### config.mk
export PLATFORM = sky130hd
export DESIGN_NAME = v_upd_tx
export DESIGN_NICKNAME = d
export VERILOG_FILES = /design/src/rtl/v_upd_tx.sv
export SDC_FILE = /design/constraint.sdc
export NUM_CORES = 1
export LEC_CHECK = 0
export ABC_AREA = 1
export CAP_MARGIN = 0
export CORE_ASPECT_RATIO = 1.4
export CORE_MARGIN = 1
export CORE_UTILIZATION = 53
export DETAILED_ROUTE_END_ITERATION = 7
export PLACE_DENSITY = 0.75
export RECOVER_POWER = 100
export SLEW_MARGIN = 20
export SYNTH_ARGS = -nofsm -noshare
export SYNTH_HDL_FRONTEND = slang
export SYNTH_SLANG_ARGS = --single-unit
export TNS_END_PERCENT = 100
### constraint.sdc
create_clock -name clk -period 4.35 [get_ports clk]
set_clock_uncertainty 0.2 [all_clocks]
set_input_delay 1.305 -clock clk [delete_from_list [all_inputs] [get_ports clk]]
set_output_delay 1.305 -clock clk [all_outputs]
set_load 0.005 [all_outputs]
### src/rtl/v_upd_tx.sv
// List update bus transmitter: in-order FIFO plus same-product issue spacing.
// Latency: 2 cycles push-to-issue when idle. Backpressure: o_cmd_rdy low only when FIFO full or in reset.

// Generic synchronous FIFO; head is combinational from storage, occupancy registered.
// Latency: entry visible at head the cycle after its write. Backpressure: caller must not push when full.
module v_upd_fifo #(
    parameter int W     = 8,
    parameter int DEPTH = 8
) (
    input  logic                     clk,
    input  logic                     rst,
    input  logic                     push,
    input  logic [W-1:0]             push_dat,
    input  logic                     pop,
    output logic [W-1:0]             head_dat,
    output logic [$clog2(DEPTH):0]   level_r
);
    localparam int AW = $clog2(DEPTH);

    logic [W-1:0]  mem [DEPTH];
    logic [AW-1:0] wr_ptr;
    logic [AW-1:0] rd_ptr;

    always_ff @(posedge clk) begin
        if (push) begin
            mem[wr_ptr] <= push_dat;
        end
    end

    always_ff @(posedge clk) begin
        if (!rst) begin
            wr_ptr  <= '0;
            rd_ptr  <= '0;
            level_r <= '0;
        end else begin
            if (push) begin
                wr_ptr <= wr_ptr + 1'b1;
            end
            if (pop) begin
                rd_ptr <= rd_ptr + 1'b1;
            end
            case ({push, pop})
                2'b10:   level_r <= level_r + 1'b1;
                2'b01:   level_r <= level_r - 1'b1;
                default: level_r <= level_r;
            endcase
        end
    end

    assign head_dat = mem[rd_ptr];
endmodule

module v_upd_tx #(
    parameter int ID_W   = 8,
    parameter int CMD_W  = 2,
    parameter int KEY_W  = 16,
    parameter int SIZE_W = 16,
    parameter int DEPTH  = 8,
    parameter int GAP    = 4
) (
    input  logic                      clk,
    input  logic                      rst,
    input  logic                      i_cmd_vld,
    output logic                      o_cmd_rdy,
    input  logic [ID_W-1:0]           i_cmd_prod_id,
    input  logic [CMD_W-1:0]          i_cmd_cmd,
    input  logic [KEY_W-1:0]          i_cmd_key,
    input  logic [SIZE_W-1:0]         i_cmd_size,
    input  logic                      i_busy,
    output logic                      o_upd_vld_r,
    output logic [ID_W-1:0]           o_upd_prod_id_r,
    output logic [CMD_W-1:0]          o_upd_cmd_r,
    output logic [KEY_W-1:0]          o_upd_key_r,
    output logic [SIZE_W-1:0]         o_upd_size_r,
    output logic [$clog2(DEPTH):0]    o_level_r,
    output logic [15:0]               o_stall_cnt_r
);
    localparam int LW = $clog2(DEPTH) + 1;

    typedef struct packed {
        logic [ID_W-1:0]   prod_id;
        logic [CMD_W-1:0]  cmd;
        logic [KEY_W-1:0]  key;
        logic [SIZE_W-1:0] size;
    } upd_t;

    upd_t cmd_dat;
    upd_t head_dat;
    logic push;
    logic pop;
    logic nonempty;
    logic hazard;

    assign cmd_dat   = '{prod_id: i_cmd_prod_id, cmd: i_cmd_cmd, key: i_cmd_key, size: i_cmd_size};
    assign o_cmd_rdy = rst && (o_level_r != LW'(DEPTH));
    assign push      = i_cmd_vld && o_cmd_rdy;
    assign nonempty  = (o_level_r != '0);
    assign pop       = nonempty && !i_busy && !hazard;

    v_upd_fifo #(
        .W     ($bits(upd_t)),
        .DEPTH (DEPTH)
    ) u_fifo (
        .clk      (clk),
        .rst      (rst),
        .push     (push),
        .push_dat (cmd_dat),
        .pop      (pop),
        .head_dat (head_dat),
        .level_r  (o_level_r)
    );

    // Entry 0 mirrors the bus currently driven; older issues age toward GAP-1.
    if (GAP > 0) begin : g_hist
        logic [GAP-1:0]  hist_vld;
        logic [ID_W-1:0] hist_id [GAP];
        logic            hit;

        always_ff @(posedge clk) begin
            if (!rst) begin
                hist_vld <= '0;
                for (int i = 0; i < GAP; i++) begin
                    hist_id[i] <= '0;
                end
            end else begin
                for (int i = GAP - 1; i > 0; i--) begin
                    hist_vld[i] <= hist_vld[i-1];
                    hist_id[i]  <= hist_id[i-1];
                end
                hist_vld[0] <= pop;
                hist_id[0]  <= head_dat.prod_id;
            end
        end

        always_comb begin
            hit = 1'b0;
            for (int i = 0; i < GAP; i++) begin
                if (hist_vld[i] && (hist_id[i] == head_dat.prod_id)) begin
                    hit = 1'b1;
                end
            end
        end

        assign hazard = nonempty && hit;
    end else begin : g_no_hist
        assign hazard = 1'b0;
    end

    always_ff @(posedge clk) begin
        if (!rst) begin
            o_upd_vld_r     <= 1'b0;
            o_upd_prod_id_r <= '0;
            o_upd_cmd_r     <= '0;
            o_upd_key_r     <= '0;
            o_upd_size_r    <= '0;
        end else begin
            o_upd_vld_r <= pop;
            if (pop) begin
                o_upd_prod_id_r <= head_dat.prod_id;
                o_upd_cmd_r     <= head_dat.cmd;
                o_upd_key_r     <= head_dat.key;
                o_upd_size_r    <= head_dat.size;
            end
        end
    end

    // Busy cycles are not hazard stalls; only cycles lost to spacing count.
    always_ff @(posedge clk) begin
        if (!rst) begin
            o_stall_cnt_r <= '0;
        end else if (nonempty && !i_busy && hazard && (o_stall_cnt_r != 16'hFFFF)) begin
            o_stall_cnt_r <= o_stall_cnt_r + 16'd1;
        end
    end
endmodule
==> metrics.md <==
| Metric | Value |
|---|---|
| Hold buffers post-CTS | `0` |
| TritonCTS clock tree | `done` |
| Tcrit/Tclk final | `between 90 and 100%` |
| Maximum clock rate | `0.2379 GHz` |
| Mapped cell area | `roughly 0.018 mm²` |
| Yosys warns | `0` |
| Layout cells sized above 1 | `approximately 9%` |
| Number of global-route vias before repair | `~12000` |
| Vias/cell | `about 5.5` |
| Die W | `~160 µm` |
| Post-route setup TNS | `0 ps` |
| Slew Limit Fails | `107` |
| Net count, final | `roughly 1800` |
| Post-synthesis sequential area ratio | `67.70%` |
| Drt first pass iters | `6` |
| Initial antenna violation count | `1` |
| Setup Crit Path Kind | `input pin to primary output` |
| Clock sinks | `443` |
| Max-cap violations | `2` |
| Die Footprint | `0.03484 mm²` |
| Routed Wire Length | `39520 µm` |
| ANT nets after route | `0` |
| R2R cell count | `13` |
| Startpoint types | `input pin` |
| Most frequent cells in the layout | `389 x nand2_1, 336 x edfxtp_1, 129 x nor2_1, 126 x inv_1, 112 x o21ai_0` |
| Synth Register Bits | `443` |
| Multi-input logic area | `roughly 0.0048 mm²` |
| Static Leak | `8.042 nW` |
| Violated checks | `capacitance limit, slew limit` |
| Synth top area share | `between 50 and 60%` |
| Post CTS Setup Buffer Count | `0` |
| Worst Hold Class | `flip-flop to flip-flop` |
| Worst-margin pin slew | `1761 ps` |
| Wire length per cell | `17.94 µm` |
| Synth top area cells | `edfxtp_1 56%, dfxtp_1 12%, nand2_1 8.1%` |
| Tot GR Track Use | `23.24%` |
| Storage cell area | `0.01224 mm²` |
| DRC Markers | `0` |
| Fin crit period | `4204 ps` |
| First-pass GRT wire length | `62070 µm` |
| Synth-to-layout area growth | `15.66%` |
| Initial core utilization | `54.08%` |
| Largest net degree at the start of global routing | `85` |
| Detailed placement HPWL | `roughly 23000 µm` |
| Routed vias | `12170` |
| Area leader, netlist | `edfxtp_1` |
| Final setup viols | `0` |
| Final hold vios | `0` |
| Outcome | `finished, violations left` |
| Clk root buf | `clkbuf_16` |
| Endpoint class of the critical path | `primary output` |
| Worst Hold Slack | `230.9 ps` |
| Worst-path maximum fanout | `2` |
| Ports | `110` |
| Clk_lat worst skew | `550 ps` |
| Rows | `79` |
| Core area | `0.03341 mm²` |
| Post-CTS sizing | `0` |
| Fillers | `2646` |
| Average size of a mapped cell | `approximately 11 µm²` |
| Syn nets | `1685` |
| Post-synthesis cell type count | `35` |
| DR iter-0 viols | `1013` |
| Synthesized instance count | `1633` |
| Htree depth | `2` |
| RePlAce Congestion | `0.8824` |
| Clock-pin slew on the worst setup and hold paths | `60 ps` |
| Grt ovf | `0` |
| Worst Hold Path Cells | `2` |
| Clock tree buffer depth | `3` |
| Die Y | `220.5 µm` |
| Most common cell after layout, fill and taps aside | `nand2_1` |
| Max VDD drop | `0.4098 mV` |
| Power Density | `549.3 mW/mm²` |
| Slew HR | `-17.42%` |
| CP arrival | `2700 ps` |
| Unrepaired setup endpoints after global routing | `false` |
| Tot Pwr | `11.48 mW` |
| Port Buffer Count | `109` |
| Crit path required time | `around 2800 ps` |
| Total CTS buffers | `41` |
## per-layer routing
layer	vias up	GRT usage [%]	part of all wire [%]
met4	0	10.29	3.5
met5	-	0	0
li1	5781	-	-
met1	5839	27.83	39
met2	447	41.37	51
met3	103	3.388	5.7
## logic make-up (layout without fill, tap and decap cells)
group	Yosys count	count (layout)	share of synthesized area [%]
DFF	443	443	67.70
buffers and inverters	220	344	5.505
xor gates and xnor gates	22	22	1.066
AOI/OAI and AO/OA	282	282	9.557
adders and majority gates	6	6	0.4155
and+or+nand+nor	660	660	15.75
other	0	1	0
## stage by stage
step                setup WS, ps  instances  instance area, µm²  util [%]
floorplan                  1.667       1633               18070         -
global placement           264.2       2126               19610     58.70
detailed placement         239.8       2126               19610     58.70
CTS                        230.4       2202               21090     63.13
global route               86.73       2202               20900     62.54
finish                     146.1       2203               20900     62.55
## flip-flops by register name, indices dropped and copies added (netlist names), named ones only
signal           flops
g_hist.hist_id      32
o_stall_cnt_r       16
u_fifo.wr_ptr        3
o_upd_cmd_r          2
u_fifo.level_r       4
o_upd_key_r         16
o_upd_size_r        16
u_fifo.rd_ptr        3
u_fifo.mem         336
o_upd_prod_id_r      8
g_hist.hist_vld      4
## worst max-delay path, stage by stage
cell and delay [ps]:
dlygate4sd3_1 550, inv_1 90, a31oi_1 210, clkdlybuf4s50_1 540
## where the power goes
part           internal [mW]  total, mW  switching, mW
Combinational          0.931       2.58           1.65
Clock                   2.35       3.91           1.56
Sequential              4.81       4.99          0.181
Total                   8.09       11.5           3.39
## synthesized netlist by cell type
master,number
nand3_2,15
nor4_1,3
nor3_1,4
nand3_4,1
buf_2,8
nor2_1,131
ha_1,6
a21oi_2,25
a21oi_1,68
nand3_1,54
a32o_1,31
a21boi_0,1
buf_1,5
nand2_1,388
nor2_2,4
inv_1,126
o22ai_1,34
nand3b_1,17
buf_8,3
nand4_1,14
inv_4,2
xnor2_1,4
o21a_1,3
clkbuf_1,54
edfxtp_1,336
nand2_2,29
o21ai_0,112
xor2_1,18
buf_4,6
buf_6,13
o221ai_1,3
o21ai_1,3
a31oi_1,2
inv_2,3
dfxtp_1,107
## final timing paths
check / end / slack [ps] / startpoint
min reg2reg: g_hist.hist_vld[2]$_SDFF_PN0_ / 230 / g_hist.hist_vld[1]$_SDFF_PN0_
min: g_hist.hist_vld[2]$_SDFF_PN0_ / 230 / g_hist.hist_vld[1]$_SDFF_PN0_
max: o_cmd_rdy / 150 / rst
max reg2reg: o_stall_cnt_r[10]$_SDFFE_PN0P_ / 440 / flip-flop
## layout make-up
type / instances / share of cell area (%)
Sequential cell: 443 / 58.56
Antenna cell: 1 / 0.01197
Timing Repair Buffer: 137 / 6.311
Multi-Input combinational cell: 970 / 23.00
Clock inverter: 24 / 1.635
Clock buffer: 52 / 5.454
Tap cell: 445 / 2.664
Inverter: 131 / 2.371
Note: power is estimated with default switching activity, not from simulation.
